`config.mk`:
```
export PLATFORM = sky130hd
export DESIGN_NAME = vector_lsu_flat
export DESIGN_NICKNAME = d
export VERILOG_FILES = /design/src/rtl/vector_lsu_if.sv /design/src/rtl/vector_lsu.sv /design/src/flat_wrapper.sv
export SDC_FILE = /design/constraint.sdc
export NUM_CORES = 1
export LEC_CHECK = 0
export CORE_UTILIZATION = 50
export CTS_CLUSTER_DIAMETER = 150
export DETAILED_ROUTE_END_ITERATION = 10
export PLACE_DENSITY = 0.84
export SYNTH_ARGS = -nofsm -noshare
export SYNTH_HDL_FRONTEND = slang
export SYNTH_SLANG_ARGS = --single-unit
```
`constraint.sdc`:
```
create_clock -name clk -period 8.8 [get_ports clk]
set_input_delay 2.2 -clock clk [delete_from_list [all_inputs] [get_ports clk]]
set_output_delay 2.2 -clock clk [all_outputs]
set_load 0.01 [all_outputs]
```
`src/rtl/vector_lsu_if.sv`:
```
// Command, status and data-memory port bundle for vector_lsu.
// master: command issuer plus the memory read-data return; slave: the sequencer.
// The vlen field is sized to hold 0..LANES inclusive.
interface vector_lsu_if #(
  parameter int DATA_WIDTH = 24,
  parameter int ADDR_WIDTH = 24,
  parameter int LANES      = 4
);
  localparam int VLEN_W = $clog2(LANES + 1);

  logic                        start;
  logic                        is_store;
  logic [ADDR_WIDTH-1:0]       base;
  logic [ADDR_WIDTH-1:0]       stride;
  logic [VLEN_W-1:0]           vlen;
  logic [LANES*DATA_WIDTH-1:0] store_data;
  logic                        busy;
  logic                        done;
  logic [LANES*DATA_WIDTH-1:0] load_data;
  logic                        err;
  logic                        mem_we;
  logic [ADDR_WIDTH-1:0]       mem_addr;
  logic [DATA_WIDTH-1:0]       mem_wd;
  logic [DATA_WIDTH-1:0]       mem_rd;

  modport master (
    output start, is_store, base, stride, vlen, store_data, mem_rd,
    input  busy, done, load_data, err, mem_we, mem_addr, mem_wd
  );

  modport slave (
    input  start, is_store, base, stride, vlen, store_data, mem_rd,
    output busy, done, load_data, err, mem_we, mem_addr, mem_wd
  );
endinterface

```
`src/rtl/vector_lsu.sv`:
```
// Vector load/store sequencer: expands one command into strided per-element memory accesses.
// Latency: store vlen+1 cycles, load vlen+2 cycles, vlen=0 one cycle; one element per cycle.
// Backpressure: none; start is only sampled in IDLE and is dropped while busy.
// Optional bounds check enabled by defining VECTOR_LSU_BOUNDS_CHECK_EN.
module vector_lsu #(
  parameter int DATA_WIDTH = 24,
  parameter int ADDR_WIDTH = 24,
  parameter int LANES      = 4,
  parameter int MEM_DEPTH  = 256
) (
  input  logic         clk,
  input  logic         rst_n,
  vector_lsu_if.slave  bus
);
  localparam int VW = $clog2(LANES + 1);

`ifdef VECTOR_LSU_BOUNDS_CHECK_EN
  localparam bit CHECK_EN = 1'b1;
`else
  localparam bit CHECK_EN = 1'b0;
`endif

  typedef enum logic [1:0] {IDLE, ISSUE, DRAIN, FINISH} state_t;

  state_t                      state;
  logic                        is_store_q;
  logic [ADDR_WIDTH-1:0]       stride_q;
  logic [VW-1:0]               vlen_q;
  logic [VW-1:0]               idx;
  logic [VW-1:0]               nidx;
  logic [LANES*DATA_WIDTH-1:0] store_q;
  logic [LANES*DATA_WIDTH-1:0] load_q;
  logic                        busy_q;
  logic                        done_q;
  logic                        err_q;
  logic                        we_q;
  logic [ADDR_WIDTH-1:0]       addr_q;
  logic [DATA_WIDTH-1:0]       wd_q;
  logic                        oob_q;      // element currently on the bus is out of range
  logic                        cap_vld;    // mem_rd this cycle belongs to a load element
  logic [VW-1:0]               cap_idx;
  logic                        cap_oob;
  logic [ADDR_WIDTH-1:0]       iss_addr;
  logic [DATA_WIDTH-1:0]       iss_lane;
  logic                        iss_store;
  logic                        iss_oob;

  // Next element to present: element 0 straight from the command inputs in IDLE,
  // otherwise the running address advanced by one stride.
  always_comb begin
    nidx = idx + VW'(1);
    if (state == IDLE) begin
      iss_addr  = bus.base;
      iss_lane  = bus.store_data[DATA_WIDTH-1:0];
      iss_store = bus.is_store;
    end else begin
      iss_addr  = addr_q + stride_q;
      iss_lane  = store_q[nidx*DATA_WIDTH +: DATA_WIDTH];
      iss_store = is_store_q;
    end
    iss_oob = CHECK_EN && (iss_addr >= ADDR_WIDTH'(MEM_DEPTH));
  end

  // Sequencer FSM with registered memory-side outputs and load-lane capture.
  always_ff @(posedge clk or negedge rst_n) begin
    if (!rst_n) begin
      state      <= IDLE;
      is_store_q <= 1'b0;
      stride_q   <= '0;
      vlen_q     <= '0;
      idx        <= '0;
      store_q    <= '0;
      load_q     <= '0;
      busy_q     <= 1'b0;
      done_q     <= 1'b0;
      err_q      <= 1'b0;
      we_q       <= 1'b0;
      addr_q     <= '0;
      wd_q       <= '0;
      oob_q      <= 1'b0;
      cap_vld    <= 1'b0;
      cap_idx    <= '0;
      cap_oob    <= 1'b0;
    end else begin
      done_q  <= 1'b0;
      cap_vld <= 1'b0;
      if (cap_vld) begin
        load_q[cap_idx*DATA_WIDTH +: DATA_WIDTH] <= cap_oob ? '0 : bus.mem_rd;
      end
      case (state)
        IDLE: begin
          if (bus.start) begin
            is_store_q <= bus.is_store;
            stride_q   <= bus.stride;
            vlen_q     <= bus.vlen;
            store_q    <= bus.store_data;
            idx        <= '0;
            busy_q     <= 1'b1;
            if (bus.vlen == '0) begin
              err_q  <= 1'b0;
              done_q <= 1'b1;
              state  <= FINISH;
            end else begin
              addr_q <= iss_addr;
              if (iss_store) wd_q <= iss_lane;
              we_q   <= iss_store && !iss_oob;
              oob_q  <= iss_oob;
              err_q  <= iss_oob;
              state  <= ISSUE;
            end
          end
        end
        ISSUE: begin
          cap_vld <= !is_store_q;
          cap_idx <= idx;
          cap_oob <= oob_q;
          if (idx == vlen_q - VW'(1)) begin
            we_q <= 1'b0;
            if (is_store_q) begin
              done_q <= 1'b1;
              state  <= FINISH;
            end else begin
              state  <= DRAIN;
            end
          end else begin
            idx    <= nidx;
            addr_q <= iss_addr;
            if (iss_store) wd_q <= iss_lane;
            we_q   <= iss_store && !iss_oob;
            oob_q  <= iss_oob;
            if (iss_oob) err_q <= 1'b1;
          end
        end
        DRAIN: begin
          done_q <= 1'b1;
          state  <= FINISH;
        end
        FINISH: begin
          busy_q <= 1'b0;
          state  <= IDLE;
        end
        default: state <= IDLE;
      endcase
    end
  end

  assign bus.busy      = busy_q;
  assign bus.done      = done_q;
  assign bus.load_data = load_q;
  assign bus.err       = err_q;
  assign bus.mem_we    = we_q;
  assign bus.mem_addr  = addr_q;
  assign bus.mem_wd    = wd_q;
endmodule

```
`src/flat_wrapper.sv`:
```
// flat-port wrapper written by rule: the top's interface ports become plain ports
module vector_lsu_flat 
#(
  parameter int DATA_WIDTH = 24,
  parameter int ADDR_WIDTH = 24,
  parameter int LANES      = 4,
  parameter int MEM_DEPTH  = 256
)
  (clk, rst_n, bus_start, bus_is_store, bus_base, bus_stride, bus_vlen, bus_store_data, bus_mem_rd, bus_busy, bus_done, bus_load_data, bus_err, bus_mem_we, bus_mem_addr, bus_mem_wd);
  vector_lsu_if #(.DATA_WIDTH(DATA_WIDTH), .ADDR_WIDTH(ADDR_WIDTH), .LANES(LANES)) bus_i ();
  input  logic clk;
  input  logic rst_n;
  input wire logic [$bits(bus_i.start)-1:0] bus_start;
  input wire logic [$bits(bus_i.is_store)-1:0] bus_is_store;
  input wire logic [$bits(bus_i.base)-1:0] bus_base;
  input wire logic [$bits(bus_i.stride)-1:0] bus_stride;
  input wire logic [$bits(bus_i.vlen)-1:0] bus_vlen;
  input wire logic [$bits(bus_i.store_data)-1:0] bus_store_data;
  input wire logic [$bits(bus_i.mem_rd)-1:0] bus_mem_rd;
  output wire logic [$bits(bus_i.busy)-1:0] bus_busy;
  output wire logic [$bits(bus_i.done)-1:0] bus_done;
  output wire logic [$bits(bus_i.load_data)-1:0] bus_load_data;
  output wire logic [$bits(bus_i.err)-1:0] bus_err;
  output wire logic [$bits(bus_i.mem_we)-1:0] bus_mem_we;
  output wire logic [$bits(bus_i.mem_addr)-1:0] bus_mem_addr;
  output wire logic [$bits(bus_i.mem_wd)-1:0] bus_mem_wd;
  assign bus_i.start = bus_start;
  assign bus_i.is_store = bus_is_store;
  assign bus_i.base = bus_base;
  assign bus_i.stride = bus_stride;
  assign bus_i.vlen = bus_vlen;
  assign bus_i.store_data = bus_store_data;
  assign bus_i.mem_rd = bus_mem_rd;
  assign bus_busy = bus_i.busy;
  assign bus_done = bus_i.done;
  assign bus_load_data = bus_i.load_data;
  assign bus_err = bus_i.err;
  assign bus_mem_we = bus_i.mem_we;
  assign bus_mem_addr = bus_i.mem_addr;
  assign bus_mem_wd = bus_i.mem_wd;
  vector_lsu #(.DATA_WIDTH(DATA_WIDTH), .ADDR_WIDTH(ADDR_WIDTH), .LANES(LANES), .MEM_DEPTH(MEM_DEPTH)) u_core (.clk(clk), .rst_n(rst_n), .bus(bus_i));
endmodule
```
# After elaboration in Yosys (flattened, before gate mapping)
# Cells that the tools add are included.
word_totals:
  elab_cells: 82
  in_bits: 175
  output_inout_bits: 148
  regBits: 282
classes:
  mul: 2
  addsub: 4
  shift: 3
  n_mux: 38
  n_eq_ne: 8
  n_reduce_logical: 11
op_table:
  columns: ["operator", "count"]
  rows:
  - ["$mux 24", 10]
  - ["$bwmux 96", 1]
  - ["$pmux 24 s2", 2]
  - ["$shift 24x34->96 const A", 1]
  - ["$shiftx 24x34->96", 1]
  - ["$shiftx 96x9->24", 1]
  - ["$neg 8->34", 1]
  - ["$add 24x24->24", 1]
  - ["$mux 1", 14]
  - ["$mul 3x2->5 const B", 2]
  - ["$pmux 2 s4", 1]
  - ["$mux 2", 3]
  - ["$mux 3", 2]
  - ["$ne 2x2->1 const B", 3]
  - ["$pmux 1 s2", 3]
  - ["$pmux 3 s2", 1]
  - ["$reduce_and 2->1", 3]
  - ["$reduce_and 3->1", 2]
  - ["$eq 2x2->1 const B", 2]
  - ["$reduce_and 4->1", 1]
  - ["$reduce_bool 2->1", 2]
  - ["$add 3x1->3 const B", 1]
  - ["$eq 3x3->1", 1]
  - ["$logic_not 3->1", 1]
  - ["6 further kinds", 6]

# Longest topological paths before layout
depth:
  ltp_word: 8
  depth_mapped: 13

# Worst setup path before layout
# Ideal clock, no wire load.
synth_timing:
  path_kind: "input-to-reg"
  startpoint: "in bus_start"
  endpoint: "reg u_core.wd_q[18], in the netlist u_core.bus.mem_wd[18]"
  arrival_time_ps: 3670
  path_buffers: 3
  setup_ps: 135
  setup_slack_ps: 4995
  stages: 10
  cell_sequence: "buf_2 -> nand2_1 -> nor2_1 -> a21oi_1 -> a41oi_1 -> nand2_1 -> clkbuf_1 -> clkbuf_1 -> nand2_1 -> o21ai_0"
synth_via:
  elab_chain_cells: 2
synth_rtl:
  columns: ["item", "line", "text"]
  rows:
  - ["start: declaration", "flat_wrapper.sv:13", "input wire logic [$bits(bus_i.start)-1:0] bus_start;"]
  - ["$ne 2x2->1 (no source line)", null, null]
  - ["$reduce_and 4->1 (no source line)", null, null]
  - ["end signal: assignment", "vector_lsu.sv:105", "if (iss_store) wd_q <= iss_lane;"]
  - ["end signal: assignment", "vector_lsu.sv:128", "if (iss_store) wd_q <= iss_lane;"]
  - ["end: declaration", "vector_lsu.sv:38", "logic [DATA_WIDTH-1:0] wd_q;"]
# Every way passes these cells.
# A chain may end at the register's enable or synchronous reset.

# Worst setup path after layout
layout_timing:
  startpoint: "in bus_start"
  endpoint: "reg u_core.addr_q[17], in the netlist u_core.bus.mem_addr[17]"
layout_via:
  elab_chain_cells: 2
layout_rtl:
  columns: ["item", "line", "text"]
  rows:
  - ["$ne 2x2->1 (no source line)", null, null]
  - ["$reduce_and 4->1 (no source line)", null, null]
  - ["end signal: assignment", "vector_lsu.sv:104", "addr_q <= iss_addr;"]
  - ["end signal: assignment", "vector_lsu.sv:127", "addr_q <= iss_addr;"]
  - ["end: declaration", "vector_lsu.sv:37", "logic [ADDR_WIDTH-1:0] addr_q;"]
# Every way passes these cells.

==> summary.md <==
### Die
* area enclosed by the die boundary: 0.0297 mm^2
* initial core utilization: 51.5%
* I/O Pins: 323
* horizontal die dimension: 172 um
* core region area: 0.0282 mm^2
* FP Rows: 61
* die boundary height: 172 um

### Synth
* synthesis-stage register bit count: 280
* Synth async-reset ratio: 100%
* largest area contributor in the netlist: dfrtp_1
* dominant synthesized flop cell: dfrtp_1
* average size of a mapped cell: 11.1 um^2
* fraction of the yosys area taken by sequential cells: 48.3%
* cell types with the highest counts after synthesis: 280 x dfrtp_1, 191 x mux2_2, 136 x nand2_1, 92 x o21ai_0, 73 x a21oi_1
* share of Yosys cell area claimed by the top area cell type: 48.3%
* number of distinct library cell variants in the gate-level netlist after synthesis: 68
* EDFF count, synth: 0
* most frequent cell after synthesis: dfrtp_1
* yosys warns: 0
* syn_nets: 1514
* cell area after synthesis: 0.0145 mm^2
* top cells by area, synth: dfrtp_1 48%, mux2_2 15%, mux4_2 3.7%
* post-synthesis cell count: 1302

### Critical path
* startpoint of the worst setup timing path: bus_start
* arrival time reported for the critical path endpoint: 4970 ps
* CP startpoint kind: primary input
* data required time of the worst path: 9240 ps
* FF-to-FF End: u_core.bus.load_data[77]
* Worst setup EP type: flop
* critical-path maximum fanout: 54
* type of the setup path with the least slack: primary input to flop
* RR Startpoint: u_core.cap_idx[0]
* worst-case register-to-register setup slack: 4380 ps
* Worst R2R Path Depth: 11

### GRT
* vias in the first global route: 11900
* pin count of the biggest net entering global routing: 147
* wire length of the first global-routing pass: 63800 um
* initial antenna violation count: 3
* remaining global-route overflow: 0
* overall routing resource usage: 27.8%

### STA
* portion of the clock cycle consumed by the worst path in the final layout: 51.5%
* minimum clock period after layout: 4540 ps
* worst-case setup margin in the final layout: 4260 ps
* Final Slew Violations: 0
* final hold violation count: 0
* timing-limited maximum frequency: 220 MHz
* slew at the pin closest to its max-slew limit: 1390 ps
* setup repair after global routing missed its margin: false
* Slew headroom: 7.44%
* final setup TNS: 0 ps
* count of endpoints failing setup in the final report: 0
* worst hold margin: 478 ps
* Max Clock Skew: 22.4 ps

### Pwr
* total power after layout: 0.00766 W
* static leakage: 8.18 nW
* total power density per cell area: 404 mW/mm^2
* Max VDD drop: 0.203 mV

### Routing
* antenna violation net count after detailed routing: 0
* per-cell routed wire length: 20.5 um
* routed via count divided by cell count: 5.85
* total DRC errors in the routed layout: 0
* vias after detailed routing: 11600
* 1st-iter DRT viols: 906
* sum of routed wire length over all layers: 40700 um
* first-pass iteration count of the detailed router: 8

### Clock network
* # hold bufs at CTS: 0
* CTS-repair resized insts: 0
* clk slew on worst S/H paths: 60 ps
* CTS sink cnt: 280
* clock tree from TritonCTS: built
* CTS buffer count: 31
* Root Buffer: clkbuf_16
* worst-skew pair later-pin latency: 580 ps
* htree depth: 1
* Longest Clk Path Bufs: 3
* buffers inserted by post-CTS timing repair: 0

### Layout
* number of filler cells placed in the layout: 2049
* share of cells above drive strength 1: 18.4%
* growth of design area from synthesis to finish: 31.0%
* nets@finish: 1802
* antenna cells: 0
* final cell count without fillers: 1988

### Placed design
* placed wire-length estimate: 29100 um
* number of instances in the placed design: 1935
* placer's final routability congestion estimate: 0.924
* Port Buffers: 321
* post-placement setup slack: 3720 ps

### Min path
* class of the most critical hold timing path: flop to flop
* number of cells on the worst hold path: 2
* Worst Hold End: u_core.bus.load_data[7]
* startpoint of the worst hold path: u_core.bus.load_data[7]

### Status
* result of the run: complete, no violations

### Run
* count of max-cap constraint violations: 0

critical path, stage by stage:
cell and delay, ps:
clkdlybuf4s50_1 570, nand2_4 650, nor2_1 80, a21oi_1 280, a41o_1 770, nor2_1 180
nand3b_1 140, nand3b_1 90
sequential cells by signal, indices dropped and copies added (netlist names), 2 cells and up:
signal / cells
u_core.state: 2
u_core.bus.mem_wd: 24
u_core.vlen_q: 3
u_core.bus.load_data: 96
u_core.bus.mem_addr: 24
u_core.idx: 3
u_core.cap_idx: 3
u_core.store_q: 96
u_core.stride_q: 24
cell families (layout without fill, tap and decap cells):
| kind of cell | count (synthesis) | in the layout | share of synthesized area, % |
|---|---|---|---|
| other | 1 | 1 | 0.0259 |
| DFF | 280 | 280 | 48.3 |
| adders and majority gates | 37 | 37 | 3.30 |
| and+or+nand+nor | 300 | 300 | 9.36 |
| AOI/OAI and AO/OA | 308 | 308 | 13.5 |
| xor gates and xnor gates | 25 | 25 | 1.77 |
| buffers and inverters | 108 | 416 | 3.14 |
| muxes | 243 | 243 | 20.6 |
power breakdown:
part | switching, W | leakage [nW] | internal, W
registers | 0.000426 | 3.39 | 0.00189
clock network | 0.000531 | 0.499 | 0.000762
logic | 0.00208 | 4.28 | 0.00198
total | 0.00304 | 8.18 | 0.00462
placed cells by master, fill, tap and decap left out, types with 24 or more instances in the layout:
cell type / instances
inv_1: 30
a21oi_1: 73
o21ai_0: 92
clkbuf_16: 31
a22oi_1: 39
ha_1: 34
mux2i_1: 26
mux2_2: 191
dfrtp_1: 278
nand2_1: 135
nand3_1: 26
nor2_1: 68
mux4_2: 24
clkdlybuf4s50_1: 320
layout make-up:
| class | count | area, um^2 | share of cell area (%) |
|---|---|---|---|
| clock buffer | 42 | 887 | 4.67 |
| sequential | 280 | 7010 | 36.9 |
| multi-input combinational | 914 | 7060 | 37.2 |
| tap | 378 | 473 | 2.49 |
| timing repair buffer | 332 | 3310 | 17.4 |
| inverter | 31 | 116 | 0.613 |
| clock inverter | 11 | 133 | 0.698 |
through the flow:
stage	util, %	cell area [um^2]
global route	67.4	19000
detailed placement	63.8	18000
finish	67.4	19000
floorplan	-	14500
CTS	67.4	19000
global placement	63.8	18000
per-layer routing:
metal | up-vias | track usage [%] | wire (um)
met1 | 5686 | 35.4 | 16200
li1 | 5316 | - | -
met2 | 536 | 46.3 | 19800
met4 | 4 | 10.0 | 1280
met3 | 94 | 6.32 | 3460
met5 | - | 0 | 30
worst max path at each step:
stage | end
after floorplan | u_core.bus.mem_wd[18]
after global placement | u_core.bus.mem_addr[21]
after detailed placement | u_core.bus.mem_addr[21]
after CTS | u_core.bus.mem_addr[17]
after global routing | u_core.bus.mem_addr[21]
final | u_core.bus.mem_addr[17]
No activity file was read; power rests on OpenSTA's default activity.
